[config.mk]
export PLATFORM = sky130hd
export DESIGN_NAME = vga_timing_gen
export DESIGN_NICKNAME = d
export VERILOG_FILES = /design/src/rtl/vga_timing_gen.sv
export SDC_FILE = /design/constraint.sdc
export NUM_CORES = 1
export LEC_CHECK = 0
export CAP_MARGIN = 20
export CORE_ASPECT_RATIO = 0.6
export CORE_MARGIN = 4
export CORE_UTILIZATION = 45
export CTS_CLUSTER_SIZE = 10
export DETAILED_ROUTE_END_ITERATION = 10
export GPL_TIMING_DRIVEN = 0
export MAX_ROUTING_LAYER = met4
export PLACE_DENSITY = 0.69
export SLEW_MARGIN = 15
export SYNTH_ARGS = -nofsm -noshare
export SYNTH_HDL_FRONTEND = slang
export SYNTH_SLANG_ARGS = --single-unit
[constraint.sdc]
create_clock -name clk -period 3.56 [get_ports clk]
set_clock_uncertainty 0.15 [all_clocks]
set_input_delay 0.356 -clock clk [delete_from_list [all_inputs] [get_ports clk]]
set_output_delay 0.356 -clock clk [all_outputs]
set_load 0.005 [all_outputs]
[src/rtl/vga_timing_gen.sv]
// vga_timing_gen: 640x480@60 VGA raster counters, registered syncs, display enable and frame counter
module vga_timing_gen #(
  parameter int H_DISPLAY = 640,
  parameter int H_FRONT   = 16,
  parameter int H_SYNC    = 96,
  parameter int H_BACK    = 48,
  parameter int V_DISPLAY = 480,
  parameter int V_FRONT   = 10,
  parameter int V_SYNC    = 2,
  parameter int V_BACK    = 33,
  parameter int FC_W      = 8
) (
  input  logic            clk,
  input  logic            reset,
  input  logic            en,
  output logic [9:0]      pix_x,
  output logic [9:0]      pix_y,
  output logic            hsync,
  output logic            vsync,
  output logic            display_on,
  output logic            frame_end,
  output logic [FC_W-1:0] frame_count
);
  localparam int H_TOTAL = H_DISPLAY + H_FRONT + H_SYNC + H_BACK;
  localparam int V_TOTAL = V_DISPLAY + V_FRONT + V_SYNC + V_BACK;
  logic [9:0] nx, ny;
  logic h_end, v_end;
  always_comb begin
    h_end = pix_x == 10'(H_TOTAL - 1);
    v_end = pix_y == 10'(V_TOTAL - 1);
    nx = h_end ? '0 : pix_x + 10'd1;
    ny = h_end ? (v_end ? '0 : pix_y + 10'd1) : pix_y;
  end
  always_ff @(posedge clk or posedge reset)
    if (reset) begin
      pix_x       <= '0;
      pix_y       <= '0;
      hsync       <= 1'b1;
      vsync       <= 1'b1;
      display_on  <= 1'b1;
      frame_end   <= 1'b0;
      frame_count <= '0;
    end else if (en) begin
      pix_x       <= nx;
      pix_y       <= ny;
      hsync       <= !(nx >= 10'(H_DISPLAY + H_FRONT) && nx < 10'(H_DISPLAY + H_FRONT + H_SYNC));
      vsync       <= !(ny >= 10'(V_DISPLAY + V_FRONT) && ny < 10'(V_DISPLAY + V_FRONT + V_SYNC));
      display_on  <= nx < 10'(H_DISPLAY) && ny < 10'(V_DISPLAY);
      frame_end   <= nx == 10'(H_TOTAL - 1) && ny == 10'(V_TOTAL - 1);
      frame_count <= (h_end && v_end) ? frame_count + FC_W'(1) : frame_count;
    end
endmodule

; ---- Yosys cells after proc, flatten, opt, wreduce, memory -nomap -nowiden
; Cells that the tools add are included.
[op_classes]
add_sub_neg = 3
order_cmp = 6
eq_ne = 4
n_mux = 3
reduce_logical = 8
[ops]
columns = op, count
row1 = "== test 10 bit, second input constant", 4
row2 = two-way mux 10 bit, 3
row3 = "adder 10 x 1 -> 10 bit, second input constant", 2
row4 = "< comparator 10 bit, second input constant", 2
row5 = "< comparator 10 x 9 -> 1 bit, second input constant", 2
row6 = ">= comparator 10 bit, second input constant", 1
row7 = ">= comparator 10 x 9 -> 1 bit, second input constant", 1
row8 = "adder 8 x 1 -> 8 bit, second input constant", 1
row9 = logical AND 1 bit, 5
row10 = logical NOT 1 bit, 2
row11 = AND reduction 2 bit, 1
[word_totals]
register_bits = 32
inputBits = 3
word_cells = 31

; ---- Depth between registers and ports, before layout
; Gate-level depths: netlist of the first run.
[logic_depth]
depth_word = 6
depth_mapped = 8
depth_no_buf = 8

; ---- Least setup slack after synthesis of the first run
; Ideal clock, no wire load.
[synth_timing]
path_kind = register to register
from = register pix_x[0]
to = register display_on
setup_ps = 97
arrival_ps = 1962
required_time_ps = 3313
setup_slack_ps = 1350
path_stages_with_launch = 9
path_buffers = 1
period_less_slack_ps = 2210
cell_sequence = dfrtp_1 > ha_1 > and4_1 > buf_6 > and3_2 > nand3_1 > xor2_1 > nor4_2 > o41ai_2
[synth_between]
elab_chain_len = 4
[synth_rtl]
columns = item, line_no
row1 = "start, declared", 16  ; output logic [9:0] pix_x,
row2 = "start signal, assigned", 44  ; pix_x <= nx;
row3 = adder 10 x 1 -> 10 bit / == test 10 bit (equally long branches), "31, 29"
row4 = two-way mux 10 bit (on tied branches), "31, 32"
row5 = < comparator 10 bit / < comparator 10 x 9 -> 1 bit (equally long branches), 48  ; display_on <= nx < 10'(H_DISPLAY) && ny < 10'(V_DISPLAY);
row6 = logical AND 1 bit (*), 48
row7 = "end signal, assigned", 48
row8 = "end, declared", 20  ; output logic display_on,
; Every way passes the cells marked *; elsewhere a longest branch is shown, timed or not.
; A chain may end at the register's enable or synchronous reset.

; ---- Worst setup path in the final report of the first run
[layout_timing]
from = register pix_x[1]
to = register vsync
[layout_between]
elab_chain_len = 5
[layout_rtl]
columns = item, line_no
row1 = == test 10 bit (*), 29  ; h_end = pix_x == 10'(H_TOTAL - 1);
row2 = two-way mux 10 bit (*), 32  ; ny = h_end ? (v_end ? '0 : pix_y + 10'd1) : pix_y;
row3 = >= comparator 10 x 9 -> 1 bit / < comparator 10 x 9 -> 1 bit (equally long branches), 47  ; vsync <= !(ny >= 10'(V_DISPLAY + V_FRONT) && ny < 10'(V_DISPLAY + V_FRONT + V_SYNC));
row4 = logical AND 1 bit (*), 47
row5 = logical NOT 1 bit (*), 47
row6 = "end signal, assigned", 47
row7 = "end, declared", 19  ; output logic vsync,
; Marked as above.

==> results.ini, run 1 <==
[status]
outcome = completed

[global_route]
grt_pass1_wl_mm = 8.65
track_usage = 0.193
grt_overflow_total = 0
antenna_found_initial = 0
grt_pass1_vias = 1675
grt_max_degree = 33

[critical_path]
cp.buffers_inverters = 1
critPathTopFamily = simple AND/OR/NAND/NOR gates
start_kind = flop
cp_slowest_stage_delay_ps = 450
end_kind = flop
slowest_stage = nor4_2
cp_max_fo = 9
cp.required_ps = 3580
critical_path_class = flop to flop
arrival_ps = 2570
crit_chain = ha_1 -> and4_1 -> buf_6 -> and3_2 -> nand3_1 -> xor2_1 -> nor4_2 -> a41oi_1

[drt]
ant_nets = 0
dr.pass1.iters = 4
wire_per_inst_um = 15.6
routed_wirelength_mm = 5.25
drc = 0
routed-via-count = 1875
dr.first_iter.drc_count = 177
via_per_inst = 5.56

[job]
cap_violations = 0

[power]
pwr-share-clk = 0.276
switching_power_uw = 302
p_total_uw = 967
p_per_area_nw_per_um2 = 369
seqPwrFrac = 0.455
pwr-share-comb = 0.269
netSwitchingFraction = 0.312
vdd_ir_drop_max_mv = 0.273
p_leak_uw = 0.00101
internal_power_uw = 665

[cells_and_area]
drive_gt1_frac = 0.139
layout.nets = 281
num_antenna_cells = 0
area_growth_syn_to_layout_pct = 23.6
stdcell_area_um2 = 2620
num-fill-cells = 417

[timing]
max_clock_freq_mhz = 392
fin_crit_sh = 0.716
slew_violations = 0
min_period_ps = 2550
finalSetupTns_ps = 0
worst_pin_slew_ps = 700
grt_setup_unrepaired = no
setup_viol = 0
hold_violations = 0
relSlewSlack = 0.533

[synth]
synthSimpleGateAreaFrac = 0.283
yosysSeqAreaShare = 0.379
synth_cell_types = 57
synthXorXnorAreaFrac = 0.0784
synth_seq_cells = 32
syn_avg_cell_area_um2 = 9.15
synth_compound_area_frac = 0.147
ys.flop_type = dfrtp_1
netlist_area_um2 = 2120
yosysTopAreaCell = dfrtp_1
syn_inst = 232
synth_fa_ha_area_frac = 0.0295
async_reset_ff_frac = 1.00
synth_mux_area_frac = 0.0206
synth_enable_flop_cells = 0
syn_nets = 240
synth_warnings = 0
synth_top_family_by_area = simple AND/OR/NAND/NOR gates
yosysTopAreaCellShare = 0.342
netlist_top_cells_area = dfrtp_1 34%, xnor2_1 6.2%, nand2_1 5.1%, o21ai_0 4.0%, dfstp_2 3.7%

[floorplan]
dieHeight_um = 61.2
dieArea_um2 = 5910
start_util = 0.465
die_x_um = 96.7
ioPinCount = 35
core_area_um2 = 4560
rows = 19

[clocking]
root_buffer = clkbuf_8
htreeDepth = 2
cts_buffers = 5
ctsHoldBuffers = 0
tritoncts = yes
ctsLongestPathBuffers = 2
cts.sinks = 32
clkSlewWorstSetupHoldPaths_ps = 70
clk_latency_ps = 280
postCtsSetupBuffers = 0
cts_resized = 0

[place]
dpl_cell_area_um2 = 2540
place_congestion = 0.870
io_buffers = 34
dp_hpwl_mm = 3.89

[worst_hold_path]
hp-class = flop to flop

==> cell families (layout without fill, tap and decap cells) <==
family,Yosys count,after routing
simple gates,102,102
flops,32,32
buf+inv,24,66
fa+ha+maj,5,5
xor+xnor,19,19
compound gates,46,46
mux,4,4
==> state kept, by name, indices dropped and copies added, names as in the netlist <==
register / flops
pix_y: 10
vsync: 1
frame_count: 8
pix_x: 10
display_on: 1
hsync: 1
frame_end: 1
==> cell type report <==
type / count / area [um^2] / area share
multi-input cells: 176 / 1190 / 0.452
flip-flops and latches: 32 / 805 / 0.307
repair buffers: 34 / 340 / 0.130
plain buffers: 15 / 97.6 / 0.0372
well taps: 63 / 78.8 / 0.0301
clock buffers: 7 / 76.3 / 0.0291
inverters: 9 / 33.8 / 0.0129
clock inverters: 1 / 5.00 / 0.00191
==> per-layer routing <==
layer | wire, um | global-route usage | vias up | share of wire
met2 | 1950 | 0.239 | 68 | 0.37
li1 | - | - | 928 | -
met3 | 394 | 0.0430 | 4 | 0.075
met1 | 2860 | 0.305 | 875 | 0.55
met5 | 0 | - | - | 0
met4 | 33 | 0.0400 | 0 | 0.0063
==> power groups by stage <==
stage	Sequential, uW	Clock (uW)	Combinational (uW)
2_1_floorplan	442	0	154
3_3_place_gp	444	0	255
3_5_place_dp	446	0	258
4_1_cts	439	272	260
5_1_grt	444	288	285
6_report	440	267	260
==> cell usage after synthesis, types with 2 or more instances <==
cell type  count
nor3_1         3
buf_6          2
nor3b_1        2
o31ai_1        5
nor2_1        11
and4_1         3
xnor2_1       15
dfstp_2        3
nor4_2         2
mux2_2         3
and3_2         2
nand3b_1       2
a31oi_1        2
dfrtp_1       29
buf_4          3
a21oi_1        6
o21ai_0       17
clkbuf_1       5
buf_2          3
nand2_1       29
o311a_1        2
inv_1          9
and3_1         6
ha_1           5
nand2b_1       3
nand4_1       12
xor2_1         4
nand3_1       13
nor4_1         3
==> through the flow <==
stage | util | setup WS [ps] | instances | hold WS (ps)
2_1_floorplan | - | 1350 | 232 | 318
3_3_place_gp | 0.557 | 1070 | 329 | 316
4_1_cts | 0.575 | 1050 | 337 | 327
5_1_grt | 0.575 | 777 | 337 | 345
3_5_place_dp | 0.557 | 1070 | 329 | 315
6_report | 0.575 | 1010 | 337 | 319
==> cells in the final DEF (no fill, tap or decap), drive strengths merged, types with 4 or more instances in the layout <==
cell type	netlist	final
nor4	5	5
dfrtp	29	29
clkdlybuf4s50	0	34
o31ai	5	5
o21ai	17	17
xor2	4	4
clkbuf	7	14
nor2	12	12
nand3	14	14
buf	8	8
xnor2	15	15
and3	8	8
ha	5	5
nand4	13	13
nand2	29	29
a21oi	7	7
and4	4	4
inv	9	9
==> worst paths after layout <==
kind | from | endpoint | slack, ps | cells after the start
hold reg to reg | frame_count[7]$_DFFE_PP0P_ | frame_count[7]$_DFFE_PP0P_ | 320 | 1
min in group asynchronous | reset | pix_x[3]$_DFFE_PP0P_ | 360 | 2
hold / removal | frame_count[7]$_DFFE_PP0P_ | frame_count[7]$_DFFE_PP0P_ | 320 | 1
setup / recovery | pix_x[1]$_DFFE_PP0P_ | vsync$_DFFE_PP1P_ | 1010 | 8
setup reg to reg | pix_x[1]$_DFFE_PP0P_ | vsync$_DFFE_PP1P_ | 1010 | 8
max in group asynchronous | reset | pix_y[0]$_DFFE_PP0P_ | 2440 | 2
(Power assumes the default switching activity.)
==> run 2, diff against run 1 <==
--- a/config.mk
+++ b/config.mk
@@ -13,7 +13,7 @@
 export DETAILED_ROUTE_END_ITERATION = 10
 export GPL_TIMING_DRIVEN = 0
 export MAX_ROUTING_LAYER = met4
-export PLACE_DENSITY = 0.69
+export PLACE_DENSITY = 0.72
 export SLEW_MARGIN = 15
 export SYNTH_ARGS = -nofsm -noshare
 export SYNTH_HDL_FRONTEND = slang
==> constraint.sdc (replaced) <==
create_clock -name clk -period 2.25 [get_ports clk]
set_clock_uncertainty 0.15 [all_clocks]
set_input_delay 0.225 -clock clk [delete_from_list [all_inputs] [get_ports clk]]
set_output_delay 0.225 -clock clk [all_outputs]
set_load 0.005 [all_outputs]
==> run 2 against run 1 <==
  * Final cell count up 3.6%
  * Via count up 6.4%
  * Final area up 8.0%
  * Non-clock buffer count up 13
  * Setup slack worse by 960 ps
  * Critical path type unchanged
  * Critical endpoint is now pix_y[8]$_DFFE_PP0P_
==> results.ini, run 2 (synthesis results as in run 1) <==
[power]
pwr-share-comb = 0.298  ; was 0.269
p_leak_uw = 0.00112  ; was 0.00101 uW
vdd_ir_drop_max_mv = 0.413  ; was 0.273 mV
switching_power_uw = 501  ; was 302 uW
seqPwrFrac = 0.441  ; was 0.455
netSwitchingFraction = 0.317  ; was 0.312
p_total_uw = 1580  ; was 967 uW
pwr-share-clk = 0.260  ; was 0.276
internal_power_uw = 1080  ; was 665 uW
p_per_area_nw_per_um2 = 559  ; was 369 nW/um^2

[clocking]
htreeDepth = 2  ; unchanged
clk_latency_ps = 280  ; about the same
ctsLongestPathBuffers = 2  ; unchanged
cts.sinks = 32  ; unchanged
root_buffer = clkbuf_8  ; unchanged
clkSlewWorstSetupHoldPaths_ps = 70  ; about the same
cts_buffers = 5  ; unchanged
tritoncts = yes  ; unchanged

[critical_path]
critical_path_class = flop to flop  ; unchanged
start_kind = flop  ; unchanged
cp_slowest_stage_delay_ps = 480  ; was 450 ps
cp.required_ps = 2320  ; was 3580 ps
cp.buffers_inverters = 1  ; unchanged
crit_chain = nor4b_4 -> buf_4 -> nand4_1 -> nand2b_4 -> or4_4 -> nand2_2  ; was ha_1 -> and4_1 -> buf_6 -> and3_2 -> nand3_1 -> xor2_1 -> nor4_2 -> a41oi_1
cp_max_fo = 3  ; was 9
end_kind = flop  ; unchanged
slowest_stage = or4_4  ; was nor4_2
critPathTopFamily = simple AND/OR/NAND/NOR gates  ; unchanged
reg2reg_slack_ps = 50  ; was 1010 ps
arrival_ps = 2260  ; was 2570 ps

[drt]
ant_nets = 0  ; unchanged
drc = 0  ; unchanged
wire_per_inst_um = 15.4  ; was 15.6 um
routed-via-count = 1995  ; was 1875
via_per_inst = 5.72  ; was 5.56
dr.pass1.iters = 6  ; was 4
dr.first_iter.drc_count = 115  ; was 177
routed_wirelength_mm = 5.38  ; was 5.25 mm

[cells_and_area]
fin_cells = 349  ; was 337
layout.nets = 294  ; was 281
drive_gt1_frac = 0.227  ; was 0.139
mostFrequentLayoutCell = clkdlybuf4s50_1  ; unchanged
utilization = 0.621  ; was 0.575
final_cell_mix = 34 x clkdlybuf4s50_1, 28 x nand2_1, 27 x dfrtp_1, 17 x o21ai_0  ; was 34 x clkdlybuf4s50_1, 29 x nand2_1, 29 x dfrtp_1, 17 x o21ai_0, 15 x xnor2_1
top_regs = pix_x: 10 flops, pix_y: 10 flops, frame_count: 8 flops  ; unchanged
num_antenna_cells = 0  ; unchanged
area_growth_syn_to_layout_pct = 33.5  ; was 23.6%

[timing]
whs_ps = 209  ; was 319 ps
grt_setup_unrepaired = yes  ; was no
hold_violations = 0  ; unchanged
worst_pin_slew_ps = 677  ; was 700 ps
max_clock_freq_mhz = 456  ; was 392 MHz
relSlewSlack = 0.548  ; was 0.533
slew_violations = 0  ; unchanged
min_period_ps = 2200  ; was 2550 ps
setup_viol = 0  ; unchanged
fin_crit_sh = 0.976  ; was 0.716

[global_route]
track_usage = 0.191  ; was 0.193
grt_max_degree = 33  ; unchanged
antenna_found_initial = 0  ; unchanged
grt_pass1_vias = 1619  ; was 1675
grt_overflow_total = 0  ; unchanged
grt_pass1_wl_mm = 8.52  ; was 8.65 mm

[floorplan]
dieHeight_um = 61.2  ; unchanged
core_area_um2 = 4560  ; unchanged
rows = 19  ; unchanged
dieArea_um2 = 5910  ; unchanged
ioPinCount = 35  ; unchanged
die_x_um = 96.7  ; unchanged
start_util = 0.465  ; unchanged

[place]
dp.cells = 329  ; unchanged
place_congestion = 0.933  ; was 0.870
io_buffers = 34  ; unchanged
dp_hpwl_mm = 3.88  ; was 3.89 mm

[job]
cap_violations = 0  ; unchanged

[status]
outcome = completed  ; unchanged

[worst_hold_path]
hp-class = input port to async pin  ; was flop to flop

[run 2: cell types whose count changed in the layout (fill, tap and decap cells not counted), moves of 2 or more]
cell / previous run / this run
dfrtp_2: 0 / 2
dfrtp_1: 29 / 27
clkbuf_1: 7 / 4
buf_4: 3 / 15
[run 2: final timing paths]
kind / cells past startpoint / to / startpoint
max: 6 / pix_y[8]$_DFFE_PP0P_ / pix_x[6]$_DFFE_PP0P_
min: 2 / pix_y[6]$_DFFE_PP0P_ / reset
max reg2reg: 6 / pix_y[8]$_DFFE_PP0P_ / pix_x[6]$_DFFE_PP0P_
min reg2reg: 2 / hsync$_DFFE_PP1P_ / hsync$_DFFE_PP1P_
max in group asynchronous: 2 / pix_y[0]$_DFFE_PP0P_ / reset
min in group clk: 2 / hsync$_DFFE_PP1P_ / hsync$_DFFE_PP1P_
[run 2: power groups by stage]
stage               logic [uW]  clock network (uW)  registers (uW)
CTS                        446                 420             691
finish                     472                 412             698
global route               516                 449             706
global placement           402                   0             702
floorplan                  244                   0             700
detailed placement         408                   0             705
[run 2: routing by layer]
layer	vias up	routed length, um	track usage	part of all wire
li1	948	-	-	-
met1	951	2750	0.295	0.51
met2	88	2170	0.244	0.40
met3	8	387	0.0373	0.072
met4	0	62	0.0540	0.012
met5	-	0	-	0
[run 2: layout make-up]
type / instances / area, um^2
Tap cell: 63 / 78.8
Clock buffer: 6 / 72.6
Sequential cell: 32 / 807
Fill cell: 399 / 1730
Inverter: 9 / 33.8
Timing Repair Buffer: 47 / 438
Multi-Input combinational cell: 176 / 1290
Buffer: 15 / 103
Clock inverter: 1 / 5.00
[run 2: repair_timing]
action,4_1_cts,5_1_grt
endpoints found under the setup margin,14,6
gates resized for setup,8,17
setup buffers,5,8
hold buffers,0,0
pin swaps,7,6
[run 2: worst reg2reg max path: cells and delay by family, from the launching register on]
family | cells | cell delay, ps
buffers and inverters | 1 | 190
flip-flops | 1 | 410
AND/OR/NAND/NOR | 5 | 1380
[run 2: metrics by stage]
step | setup slack [ps] | cell area [um^2] | setup TNS (ps)
after CTS | 4.74 | 2700 | 0
after global routing | -34.0 | 2830 | -68.9
final | 54.9 | 2830 | 0
after detailed placement | -253 | 2540 | -1910
after global placement | -236 | 2540 | -1760
after floorplan | 40.3 | 2120 | 0
==> run 3, diff against run 2 <==
--- a/config.mk
+++ b/config.mk
@@ -6,14 +6,16 @@
 export NUM_CORES = 1
 export LEC_CHECK = 0
 export CAP_MARGIN = 20
+export CELL_PAD_IN_SITES_DETAIL_PLACEMENT = 1
+export CELL_PAD_IN_SITES_GLOBAL_PLACEMENT = 2
 export CORE_ASPECT_RATIO = 0.6
 export CORE_MARGIN = 4
-export CORE_UTILIZATION = 45
+export CORE_UTILIZATION = 29
 export CTS_CLUSTER_SIZE = 10
 export DETAILED_ROUTE_END_ITERATION = 10
 export GPL_TIMING_DRIVEN = 0
 export MAX_ROUTING_LAYER = met4
-export PLACE_DENSITY = 0.72
+export PLACE_DENSITY_LB_ADDON = 0.1
 export SLEW_MARGIN = 15
 export SYNTH_ARGS = -nofsm -noshare
 export SYNTH_HDL_FRONTEND = slang
==> run 3 against run 2 <==
  * Flip-flop and latch count unchanged
  * Total power up 18%
  * Critical path depth grew 2
  * Fmax decreased by 1.2%
  * Final area rose by 5.6%
  * Worst hold slack better by 15 ps
  * Die area increased by 49%
  * Non-clock buffer count is 4 higher
  * Critical path type unchanged
  * Combinational power increased by 4%
  * Largest cell class unchanged
  * Global-route usage fell by 1.7 points
  * Setup slack got worse by 28 ps
==> results.ini, run 3 (synthesis results as in run 1) <==
[global_route]
grt_pass1_wl_mm = 11.3  ; was 8.52 mm
grt_pass1_vias = 1973  ; was 1619
grt_overflow_total = 0  ; unchanged
track_usage = 0.173  ; was 0.191
grt_max_degree = 33  ; unchanged
antenna_found_initial = 0  ; unchanged

[floorplan]
core_area_um2 = 6880  ; was 4560 um^2
dieArea_um2 = 8790  ; was 5910 um^2
ioPinCount = 35  ; unchanged
dieHeight_um = 74.3  ; was 61.2 um
rows = 23  ; was 19
die_x_um = 118  ; was 96.7 um
start_util = 0.309  ; was 0.465

[cells_and_area]
final_cell_mix = 34 x clkdlybuf4s50_1, 29 x nand2_1, 27 x dfrtp_1, 20 x buf_4, 16 x o21ai_0  ; was 34 x clkdlybuf4s50_1, 28 x nand2_1, 27 x dfrtp_1, 17 x o21ai_0
num_antenna_cells = 0  ; unchanged
drive_gt1_frac = 0.247  ; was 0.227
layout.nets = 298  ; was 294
area_growth_syn_to_layout_pct = 41.0  ; was 33.5%
top_regs = pix_x: 10 flops, pix_y: 10 flops, frame_count: 8 flops  ; unchanged
fin_cells = 378  ; was 349
mostFrequentLayoutCell = clkdlybuf4s50_1  ; unchanged

[critical_path]
end_kind = flop  ; unchanged
arrival_ps = 2260  ; about the same
critical_path_class = flop to flop  ; unchanged
critPathTopFamily = simple AND/OR/NAND/NOR gates  ; unchanged
crit_chain = ha_4 -> and4_1 -> buf_6 -> and3_4 -> nand3_4 -> xor2_4 -> nor4_4 -> a41oi_2  ; was nor4b_4 -> buf_4 -> nand4_1 -> nand2b_4 -> or4_4 -> nand2_2
cp_max_fo = 6  ; was 3
slowest_stage = dfrtp_1  ; was or4_4
cp.required_ps = 2290  ; was 2320 ps
cp.buffers_inverters = 1  ; unchanged
reg2reg_slack_ps = 30  ; was 50 ps
start_kind = flop  ; unchanged
cp_slowest_stage_delay_ps = 390  ; was 480 ps

[clocking]
clk_latency_ps = 290  ; was 280 ps
cts_buffers = 5  ; unchanged
htreeDepth = 2  ; unchanged
ctsLongestPathBuffers = 2  ; unchanged
tritoncts = yes  ; unchanged
root_buffer = clkbuf_16  ; was clkbuf_8
ctsHoldBuffers = 0  ; unchanged
cts.sinks = 32  ; unchanged
clkSlewWorstSetupHoldPaths_ps = 50  ; was 70 ps

[place]
dp.cells = 353  ; was 329
dp_hpwl_mm = 4.97  ; was 3.88 mm
place_congestion = 0.803  ; was 0.933
pre_cts_slack_ps = -403  ; was -253 ps
io_buffers = 34  ; unchanged

[drt]
dr.pass1.iters = 4  ; was 6
routed-via-count = 1982  ; was 1995
wire_per_inst_um = 18.8  ; was 15.4 um
via_per_inst = 5.24  ; was 5.72
ant_nets = 0  ; unchanged
drc = 0  ; unchanged
routed_wirelength_mm = 7.09  ; was 5.38 mm
dr.first_iter.drc_count = 94  ; was 115

[timing]
worst_pin_slew_ps = 700  ; was 677 ps
slew_violations = 0  ; unchanged
hold_violations = 0  ; unchanged
relSlewSlack = 0.533  ; was 0.548
worst_slack_ps = 27.3  ; was 54.9 ps
max_clock_freq_mhz = 450  ; was 456 MHz
fin_crit_sh = 0.988  ; was 0.976
grt_setup_unrepaired = yes  ; unchanged
finalSetupTns_ps = 0  ; unchanged
min_period_ps = 2220  ; was 2200 ps
setup_viol = 0  ; unchanged

[status]
outcome = completed  ; unchanged

[power]
vdd_ir_drop_max_mv = 0.446  ; was 0.413 mV
p_per_area_nw_per_um2 = 625  ; was 559 nW/um^2
p_leak_uw = 0.00119  ; was 0.00112 uW

[job]
cap_violations = 0  ; unchanged

[worst_hold_path]
hp-class = input port to async pin  ; unchanged

## run 3: routing by layer
metal,up-vias,share of wire,global-route usage
li1,956,-,-
met1,980,0.56,0.267
met2,38,0.38,0.209
met3,8,0.048,0.0456
met4,0,0.013,0.0578
met5,-,0,-
## run 3: report_power, final
group | internal [uW] | switching, uW
sequential | 628 | 77.7
combinational | 252 | 239
clock | 409 | 262
total | 1290 | 579
## run 3: worst register-to-register path, stage by stage (launching register included)
cell	delay [ps]
dfrtp_1	390
ha_4	160
and4_1	200
buf_6	140
and3_4	260
nand3_4	110
xor2_4	190
nor4_4	370
a41oi_2	150
## run 3: metrics by stage
step | hold slack, ps | cell area [um^2] | power [uW] | utilization
global placement | 313 | 2570 | 1130 | 0.374
finish | 224 | 2990 | 1870 | 0.435
detailed placement | 316 | 2570 | 1130 | 0.374
global route | 319 | 2990 | 1980 | 0.435
floorplan | 189 | 2120 | 944 | -
CTS | 260 | 2830 | 1860 | 0.411
## run 3: layout make-up
type	instances	area, um^2
buffer	15	100
clock buffer	7	133
clock inverter	1	5.00
fill	796	3890
inverter	9	33.8
multi-input combinational	176	1340
sequential	32	807
tap	87	109
timing repair buffer	51	468
## run 3: path summary, 6_finish.rpt
path / to / from / depth (start not counted)
max in group asynchronous: pix_y[1]$_DFFE_PP0P_ / reset / 2
min in group clk: frame_count[7]$_DFFE_PP0P_ / frame_count[7]$_DFFE_PP0P_ / 1
setup / recovery: vsync$_DFFE_PP1P_ / pix_x[1]$_DFFE_PP0P_ / 8
hold / removal: pix_y[9]$_DFFE_PP0P_ / reset / 2
hold reg to reg: frame_count[7]$_DFFE_PP0P_ / frame_count[7]$_DFFE_PP0P_ / 1
setup reg to reg: vsync$_DFFE_PP1P_ / pix_x[1]$_DFFE_PP0P_ / 8
## run 3: what timing repair did
item / in CTS / in global routing
setup buffers: 5 / 12
pin swaps: 5 / 9
setup endpoints to repair: 15 / 13
resized for setup: 15 / 15
endpoints found under the hold margin: 0 / 0
